[src/rtl/uart_in_rx_if.sv]
// Serial input and decoded-result bundle for the hex UART receiver.
// slave: the receiver side; master: whatever drives the line and consumes results.
interface uart_in_rx_if;
  logic       uart_rx;
  logic [3:0] in_nib;
  logic       nib_valid;
  logic [7:0] rx_byte;
  logic       byte_valid;
  logic       non_hex;
  logic       frame_err;
  logic       rx_busy;

  modport slave (
    input  uart_rx,
    output in_nib, nib_valid, rx_byte, byte_valid, non_hex, frame_err, rx_busy
  );

  modport master (
    output uart_rx,
    input  in_nib, nib_valid, rx_byte, byte_valid, non_hex, frame_err, rx_busy
  );
endinterface

[src/rtl/uart_in_rx.sv]
// 8N1 UART receiver that decodes ASCII hex characters into a held 4-bit nibble
// for the CPU `in` port, with raw byte and per-frame status pulses.
module uart_in_rx #(
  parameter int unsigned CLK_HZ = 12_000_000,
  parameter int unsigned BAUD   = 115200
) (
  input  logic         clk,
  input  logic         nrst,
  uart_in_rx_if.slave  bus
);

  localparam int unsigned DIV   = CLK_HZ / BAUD;
  localparam int unsigned HALF  = DIV / 2;
  localparam int unsigned CNT_W = (DIV > 1) ? $clog2(DIV) : 1;

  typedef enum logic [2:0] {
    S_IDLE,
    S_START,
    S_DATA,
    S_STOP,
    S_WAIT_HIGH
  } state_t;

  state_t           r_state, w_state_nx;
  logic [1:0]       r_sync;
  logic             r_rxs_d;
  logic [2:0]       r_live;
  logic             w_rxs, w_fall;
  logic [CNT_W-1:0] r_cnt, w_cnt_nx;
  logic [2:0]       r_bit, w_bit_nx;
  logic [7:0]       r_shift, w_shift_nx;
  logic [7:0]       r_rx_byte, w_rx_byte_nx;
  logic [3:0]       r_in_nib, w_in_nib_nx;
  logic             r_byte_valid, w_byte_valid_nx;
  logic             r_nib_valid, w_nib_valid_nx;
  logic             r_non_hex, w_non_hex_nx;
  logic             r_frame_err, w_frame_err_nx;
  logic             r_busy;
  logic             w_is_hex;
  logic [3:0]       w_nib;

  assign w_rxs = r_sync[1];
  // r_live masks the preset-high synchronizer so a line held low out of reset is not an edge
  assign w_fall = r_live[2] & r_rxs_d & ~w_rxs;

  // Input synchronizer and edge-detect history
  always_ff @(posedge clk or negedge nrst) begin
    if (!nrst) begin
      r_sync  <= 2'b11;
      r_rxs_d <= 1'b1;
      r_live  <= 3'b000;
    end else begin
      r_sync  <= {r_sync[0], bus.uart_rx};
      r_rxs_d <= w_rxs;
      r_live  <= {r_live[1:0], 1'b1};
    end
  end

  // ASCII hex decode of the assembled byte
  always_comb begin
    w_is_hex = 1'b0;
    w_nib    = r_shift[3:0];
    if (r_shift >= 8'h30 && r_shift <= 8'h39) begin
      w_is_hex = 1'b1;
    end else if ((r_shift >= 8'h41 && r_shift <= 8'h46) ||
                 (r_shift >= 8'h61 && r_shift <= 8'h66)) begin
      w_is_hex = 1'b1;
      w_nib    = r_shift[3:0] + 4'd9;
    end
  end

  // Next-state and next-output logic
  always_comb begin
    w_state_nx      = r_state;
    w_cnt_nx        = r_cnt;
    w_bit_nx        = r_bit;
    w_shift_nx      = r_shift;
    w_rx_byte_nx    = r_rx_byte;
    w_in_nib_nx     = r_in_nib;
    w_byte_valid_nx = 1'b0;
    w_nib_valid_nx  = 1'b0;
    w_non_hex_nx    = 1'b0;
    w_frame_err_nx  = 1'b0;

    case (r_state)
      S_IDLE: begin
        if (w_fall) begin
          w_state_nx = S_START;
          w_cnt_nx   = '0;
        end
      end
      S_START: begin
        if (r_cnt == CNT_W'(HALF - 1)) begin
          w_cnt_nx = '0;
          if (!w_rxs) begin
            w_state_nx = S_DATA;
            w_bit_nx   = 3'd0;
          end else begin
            w_state_nx = S_IDLE;
          end
        end else begin
          w_cnt_nx = r_cnt + CNT_W'(1);
        end
      end
      S_DATA: begin
        if (r_cnt == CNT_W'(DIV - 1)) begin
          w_cnt_nx   = '0;
          w_shift_nx = {w_rxs, r_shift[7:1]};
          w_bit_nx   = r_bit + 3'd1;
          if (r_bit == 3'd7) begin
            w_state_nx = S_STOP;
          end
        end else begin
          w_cnt_nx = r_cnt + CNT_W'(1);
        end
      end
      S_STOP: begin
        if (r_cnt == CNT_W'(DIV - 1)) begin
          w_cnt_nx = '0;
          if (w_rxs) begin
            w_state_nx      = S_IDLE;
            w_rx_byte_nx    = r_shift;
            w_byte_valid_nx = 1'b1;
            if (w_is_hex) begin
              w_in_nib_nx    = w_nib;
              w_nib_valid_nx = 1'b1;
            end else begin
              w_non_hex_nx = 1'b1;
            end
          end else begin
            w_state_nx     = S_WAIT_HIGH;
            w_frame_err_nx = 1'b1;
          end
        end else begin
          w_cnt_nx = r_cnt + CNT_W'(1);
        end
      end
      S_WAIT_HIGH: begin
        // Hold off on a break so a long low line cannot retrigger frames
        if (w_rxs) begin
          w_state_nx = S_IDLE;
        end
      end
      default: begin
        w_state_nx = S_IDLE;
      end
    endcase
  end

  // State, datapath and registered outputs
  always_ff @(posedge clk or negedge nrst) begin
    if (!nrst) begin
      r_state      <= S_IDLE;
      r_cnt        <= '0;
      r_bit        <= 3'd0;
      r_shift      <= 8'h00;
      r_rx_byte    <= 8'h00;
      r_in_nib     <= 4'h0;
      r_byte_valid <= 1'b0;
      r_nib_valid  <= 1'b0;
      r_non_hex    <= 1'b0;
      r_frame_err  <= 1'b0;
      r_busy       <= 1'b0;
    end else begin
      r_state      <= w_state_nx;
      r_cnt        <= w_cnt_nx;
      r_bit        <= w_bit_nx;
      r_shift      <= w_shift_nx;
      r_rx_byte    <= w_rx_byte_nx;
      r_in_nib     <= w_in_nib_nx;
      r_byte_valid <= w_byte_valid_nx;
      r_nib_valid  <= w_nib_valid_nx;
      r_non_hex    <= w_non_hex_nx;
      r_frame_err  <= w_frame_err_nx;
      r_busy       <= (w_state_nx != S_IDLE);
    end
  end

  assign bus.in_nib     = r_in_nib;
  assign bus.nib_valid  = r_nib_valid;
  assign bus.rx_byte    = r_rx_byte;
  assign bus.byte_valid = r_byte_valid;
  assign bus.non_hex    = r_non_hex;
  assign bus.frame_err  = r_frame_err;
  assign bus.rx_busy    = r_busy;

endmodule

[src/flat_wrapper.sv]
// flat-port wrapper written by rule: the top's interface ports become plain ports
module uart_in_rx_flat 
#(
  parameter int unsigned CLK_HZ = 12_000_000,
  parameter int unsigned BAUD   = 115200
)
  (clk, nrst, bus_uart_rx, bus_in_nib, bus_nib_valid, bus_rx_byte, bus_byte_valid, bus_non_hex, bus_frame_err, bus_rx_busy);
  uart_in_rx_if bus_i ();
  input  logic clk;
  input  logic nrst;
  input wire logic [$bits(bus_i.uart_rx)-1:0] bus_uart_rx;
  output wire logic [$bits(bus_i.in_nib)-1:0] bus_in_nib;
  output wire logic [$bits(bus_i.nib_valid)-1:0] bus_nib_valid;
  output wire logic [$bits(bus_i.rx_byte)-1:0] bus_rx_byte;
  output wire logic [$bits(bus_i.byte_valid)-1:0] bus_byte_valid;
  output wire logic [$bits(bus_i.non_hex)-1:0] bus_non_hex;
  output wire logic [$bits(bus_i.frame_err)-1:0] bus_frame_err;
  output wire logic [$bits(bus_i.rx_busy)-1:0] bus_rx_busy;
  assign bus_i.uart_rx = bus_uart_rx;
  assign bus_in_nib = bus_i.in_nib;
  assign bus_nib_valid = bus_i.nib_valid;
  assign bus_rx_byte = bus_i.rx_byte;
  assign bus_byte_valid = bus_i.byte_valid;
  assign bus_non_hex = bus_i.non_hex;
  assign bus_frame_err = bus_i.frame_err;
  assign bus_rx_busy = bus_i.rx_busy;
  uart_in_rx #(.CLK_HZ(CLK_HZ), .BAUD(BAUD)) u_core (.clk(clk), .nrst(nrst), .bus(bus_i));
endmodule
[config.mk]
export PLATFORM = sky130hd
export DESIGN_NAME = uart_in_rx_flat
export DESIGN_NICKNAME = d
export VERILOG_FILES = /design/src/rtl/uart_in_rx_if.sv /design/src/rtl/uart_in_rx.sv /design/src/flat_wrapper.sv
export SDC_FILE = /design/constraint.sdc
export NUM_CORES = 1
export LEC_CHECK = 0
export CORE_MARGIN = 3
export CORE_UTILIZATION = 56
export CTS_CLUSTER_DIAMETER = 150
export CTS_CLUSTER_SIZE = 10
export DETAILED_ROUTE_END_ITERATION = 12
export HOLD_SLACK_MARGIN = 0.06
export PLACE_DENSITY_LB_ADDON = 0.2
export SYNTH_ARGS = -nofsm -noshare
export SYNTH_HDL_FRONTEND = slang
export SYNTH_SLANG_ARGS = --single-unit
[constraint.sdc]
create_clock -name clk -period 2.5 [get_ports clk]
set_input_delay 0.5 -clock clk [delete_from_list [all_inputs] [get_ports clk]]
set_output_delay 0.5 -clock clk [all_outputs]
set_load 0.005 [all_outputs]
# Word level (Yosys, flattened, before mapping)
# Index checks and enable logic that the tools add are counted.
# totals
output_inout_bits,17
ff_bits,44
elab_cells,86
# op_classes
eq_ne,11
n_lt_le_gt_ge,6
reduce_logical,14
muxes,35
addsub,3
bitwise_logic,3
# op_table
operator,n
$mux 3,10
$mux 7,3
$pmux 7 s3,1
$ge 8x7->1 const B,2
$le 8x7->1 const B,2
$mux 1,16
$pmux 3 s5,1
$ge 8x6->1 const B,1
$le 8x6->1 const B,1
$mux 4,2
$reduce_and 4->1,2
$add 7x1->7 const B,1
$eq 7x6->1 const B,1
$eq 7x7->1 const B,1
$eq 3x2->1 const B,2
$eq 3x3->1 const B,2
$ne 2x1->1 const B,3
$pmux 3 s2,1
$reduce_bool 3->1,2
$add 4x4->4 const B,1
$reduce_and 2->1,2
$add 3x1->3 const B,1
$eq 3x1->1 const B,1
$logic_and 1x1->1,3
other kinds (9),10

# Logic depth before layout (Yosys ltp)
# logic_depth
depth_word,9
depth_mapped,7
mapped_depth_nobuf,7

# Worst setup path before layout
# OpenSTA, ideal clock, no wires.
# synth_path
path_kind,reg2reg
from,register u_core.r_shift[0]
to,"register u_core.r_in_nib[3], in the netlist u_core.bus.in_nib[3]"
required_ps,2381
slack_ps,625
setup_time_ps,119
t_arrival_ps,1757
synth_period_minus_slack_ps,1875
path_stages_with_launch,8
cell_sequence,dfrtp_1 -> inv_1 -> ha_1 -> o21bai_1 -> a2111oi_2 -> a31oi_1 -> or3_1 -> o21a_1
# synth_between
elab_chain_cells,6
# synth_lines
item,line_no,source
start: declaration,uart_in_rx.sv:31,"logic [7:0] r_shift, w_shift_nx;"
start signal: assignment,uart_in_rx.sv:168,r_shift <= w_shift_nx;
"$ge 8x7->1, or another cell as far along",uart_in_rx.sv:65,end else if ((r_shift >= 8'h41 && r_shift <= 8'h46) ||
"$logic_and 1x1->1, on equally long branches","uart_in_rx.sv:65, uart_in_rx.sv:66",
$logic_or 1x1->1,uart_in_rx.sv:65,
$mux 1,uart_in_rx.sv:65,
$mux 1,uart_in_rx.sv:63,if (r_shift >= 8'h30 && r_shift <= 8'h39) begin
$reduce_and 4->1 (no source line),-,
end signal: assignment,uart_in_rx.sv:170,r_in_nib <= w_in_nib_nx;
end: declaration,uart_in_rx.sv:33,"logic [3:0] r_in_nib, w_in_nib_nx;"
# Parallel ways exist; a longest one is shown, timed or not.
# A chain may end at the register's enable or synchronous reset.

# Final worst setup path
# layout_path
from,register u_core.r_cnt[0]
to,register u_core.r_bit[2]
# layout_between
elab_chain_cells,3
# layout_lines
item,line_no,source
start: declaration,uart_in_rx.sv:29,"logic [CNT_W-1:0] r_cnt, w_cnt_nx;"
start signal: assignment,uart_in_rx.sv:166,r_cnt <= w_cnt_nx;
$eq 7x7->1 / $eq 7x6->1 (equally long branches),"uart_in_rx.sv:106, uart_in_rx.sv:93",
$ne 2x1->1 (no source line),-,
$reduce_and 4->1 (no source line) (*),-,
end signal: assignment,uart_in_rx.sv:167,r_bit <= w_bit_nx;
end: declaration,uart_in_rx.sv:30,"logic [2:0] r_bit, w_bit_nx;"
# Mark *: on every way between the ends. The rest lies on a longest branch, timed or not.

==> flow_metrics.py <==
metrics = {
    "clock_network": {
        "cts-buffers-inserted": 5,
        "root_buffer": "clkbuf_8",
        "clkSlewWorstSetupHoldPaths_ns": 0.07,
        "cts_max_level": 2,
        "clockBufferDepth": 2,
        "cts.sinks": 44,
        "cts_tree": "yes",
        "clock_latency_ns": 0.29,
    },
    "floorplanning": {
        "core.rowCount": 21,
        "die_area_sq_mm": 0.004559,
        "fp.dieW_um": 67.52,
        "fp.dieH_um": 67.52,
        "start_util_pct": 60.65,
        "pin_count": 20,
        "coreArea_sq_mm": 0.003495,
    },
    "synth": {
        "synth-seq-cells": 44,
        "syn_avg_cell_area_sq_um": 10.60,
        "yosys_warnings": 0,
        "syn-cell-area_sq_mm": 0.002120,
        "ys_types": 51,
        "synth_ff_type": "dfrtp_1",
        "syn-instance-count": 200,
        "async_flop_share_pct": 100.0,
        "syn_nets": 210,
        "yosysSeqAreaShare_pct": 52.13,
        "synth-edff-count": 0,
    },
    "grt": {
        "grt_pass1_wl_um": 6810,
        "antenna_found_initial": 0,
        "grt.overflow.total": 0,
        "grt_pass1_vias": 1514,
        "grt_util_all_layers_pct": 20.07,
        "grt_max_degree": 19,
    },
    "hold_path": {
        "hold_start": "u_core.r_live[1]",
        "hold_depth": 0,
        "min_to": "u_core.r_live[2]",
        "hp-class": "reg2reg",
    },
    "timing": {
        "rsz0062_at_grt": "false",
        "fmax_mhz": 475.5,
        "whs_ns": 0.3612,
        "final_max_slew_viol_count": 0,
        "slew-limit-headroom_pct": 60.07,
        "worstMarginPinSlew_ns": 0.5912,
        "hold_viol": 0,
        "finalCritPeriodShare_pct": 84.12,
        "worst_clock_skew_ns": 0.002494,
        "finalSetupViolCount": 0,
        "finalSetupTns_ns": 0,
        "finalCriticalPeriod_ns": 2.103,
    },
    "final_layout": {
        "antenna_cells": 0,
        "area_growth_pct": 14.17,
        "final_nets": 232,
        "drive_gt1_share_pct": 15.25,
        "final_cells": 269,
        "utilization_pct": 69.24,
    },
    "route": {
        "highest_layer": "met4",
        "drtIter0Drc": 134,
        "drtPass1Iterations": 4,
        "vias_per_cell": 5.684,
        "met1_length_um": 1764,
        "dr_wl_met2_um": 1937,
        "via_count": 1529,
        "wl_met3_um": 144,
        "wl_um": 3924,
        "routedWlPerCell_um": 14.59,
        "ant_nets": 0,
        "drc_errors": 0,
    },
    "power_and_ir_drop": {
        "power_switching_mw": 0.3780,
        "clkPwrFrac_pct": 29.0,
        "p_per_area_mw_per_mm2": 589.8,
        "ir_drop_v": 0.0004442,
        "p_sw_share_pct": 26.48,
        "pwr-share-seq_pct": 56.8,
        "power_frac_comb_pct": 14.1,
        "leakagePower_nw": 1.120,
        "intPower_mw": 1.049,
    },
    "worst_setup_path": {
        "path_max_fanout": 5,
        "worstPathRequired_ns": 2.68,
        "crit_path_cell_trace": "ha_1 -> nand2b_4 -> nor4_1 -> nand3_1 -> a21oi_1 -> mux2_2",
        "crit_path_start_kind": "flop",
        "critPathSlowestCell": "nor4_1",
        "path_class": "reg2reg",
        "max_stage_delay_ns": 0.40,
        "regToRegEndpoint": "u_core.r_bit[2]",
        "arrival_ns": 2.28,
        "cp_top_family": "simple AND/OR/NAND/NOR gates",
        "cp-end-kind": "flop",
        "timing.rr.start": "u_core.r_cnt[0]",
        "crit_buf_inv": 0,
        "rr_worst_depth": 6,
        "regToRegSetupSlack_ns": 0.40,
    },
    "place": {
        "placedCellCount": 260,
        "gp_congestion": 0.8974,
        "dp_hpwl_um": 2846,
        "io_buffers": 19,
    },
    "flow_run": {
        "max-cap-violations": 0,
    },
    "outcome": {
        "run_status": "complete, no violations",
    },
}
-- kinds of logic (layout without fill, tap and decap cells) --
family                   count (synthesis)  count (layout)  synth area share (%)
buffers and inverters                   13              36                 3.541
multiplexers                            11              11                 5.785
adder cells (fa/ha/maj)                  7               7                 4.132
flip-flops                              44              44                 52.13
AO/OA/AOI/OAI                           45              45                 15.59
AND/OR/NAND/NOR                         79              79                 18.65
other                                    1               1                0.1769
-- area by class of cell --
type / count / area [sq um]
Multi-Input combinational cell: 143 / 939.7
Tap cell: 46 / 57.56
Inverter: 5 / 18.77
Sequential cell: 44 / 1105
Timing Repair Buffer: 23 / 217.7
Fill cell: 264 / 1075
Clock inverter: 1 / 5.005
Clock buffer: 7 / 76.32
-- how the worst max path moves through the flow --
stage	depth (start not counted)	endpoint	startpoint
2_1_floorplan	7	u_core.bus.in_nib[3]	u_core.r_shift[0]
3_3_place_gp	7	u_core.bus.in_nib[3]	u_core.r_shift[0]
3_5_place_dp	6	u_core.r_bit[2]	u_core.r_cnt[0]
4_1_cts	6	u_core.r_bit[2]	u_core.r_cnt[0]
5_1_grt	6	u_core.r_bit[0]	u_core.r_cnt[0]
6_report	6	u_core.r_bit[2]	u_core.r_cnt[0]
-- through the flow --
stage | area (sq um) | setup slack [ns] | power [mW]
after floorplan | 2120 | 0.6245 | 0.9562
after global placement | 2328 | 0.5083 | 1.009
after detailed placement | 2328 | 0.4225 | 1.019
after CTS | 2420 | 0.3929 | 1.435
after global routing | 2420 | 0.1886 | 1.503
final | 2420 | 0.3971 | 1.427
-- cell usage after synthesis (all sizes together), types with 3 or more instances --
cell | count | area, sq um
nor2 | 12 | 45.04
mux2 | 10 | 112.6
clkbuf | 4 | 25.02
and3 | 8 | 52.55
dfrtp | 41 | 1026
dfstp | 3 | 78.83
a21o | 4 | 30.03
a22o | 5 | 43.79
nand2 | 36 | 137.6
ha | 7 | 87.58
inv | 5 | 18.77
nand3 | 5 | 25.02
a21oi | 10 | 65.07
buf | 4 | 31.27
o21ai | 11 | 55.05
nor2b | 4 | 25.02
-- sequential cells by signal, indices dropped and copies added (netlist names) --
register and flops:
u_core.bus.byte_valid 1, u_core.bus.frame_err 1, u_core.bus.in_nib 4, u_core.bus.nib_valid 1, u_core.bus.non_hex 1, u_core.bus.rx_busy 1, u_core.bus.rx_byte 8, u_core.r_bit 3
u_core.r_cnt 7, u_core.r_live 3, u_core.r_rxs_d 1, u_core.r_shift 8, u_core.r_state 3, u_core.r_sync 2
-- layer usage --
metal  global-route usage (%)  up-vias
li1                         -      747
met1                    24.78      736
met2                    32.44       38
met3                    5.657        8
met4                    9.367        0
met5                        0        -
-- what timing repair did --
action,4_1_cts,5_1_grt
resized for setup,0,0
setup buffers,0,0
endpoints found under the hold margin,8,0
hold buffers,1,0
-- placed cells by master, fill, tap and decap left out, types with 5 or more instances in the layout --
cell / n
a21oi_1: 8
dfrtp_1: 41
ha_1: 7
a22o_1: 5
o21ai_0: 10
clkdlybuf4s50_1: 18
and3_1: 6
clkbuf_8: 5
mux2_2: 10
nor2_1: 12
inv_1: 5
nand2_1: 35
nand3_1: 5
-- worst reg2reg max path, delay by kind of cell, from the launching register on --
kind                       cells  cell delay [ns]
and+or+nand+nor                3             0.67
adders and majority gates      1             0.28
muxes                          1             0.38
DFF                            1             0.39
AOI/OAI and AO/OA              1             0.28
-- power by group through the flow --
stage / Combinational, mW / Sequential [mW] / Clock (mW)
2_1_floorplan: 0.155 / 0.801 / 0
3_3_place_gp: 0.191 / 0.817 / 0
5_1_grt: 0.228 / 0.818 / 0.457
3_5_place_dp: 0.199 / 0.821 / 0
4_1_cts: 0.204 / 0.808 / 0.423
6_report: 0.202 / 0.811 / 0.414
No activity file was read; power rests on OpenSTA's default activity.
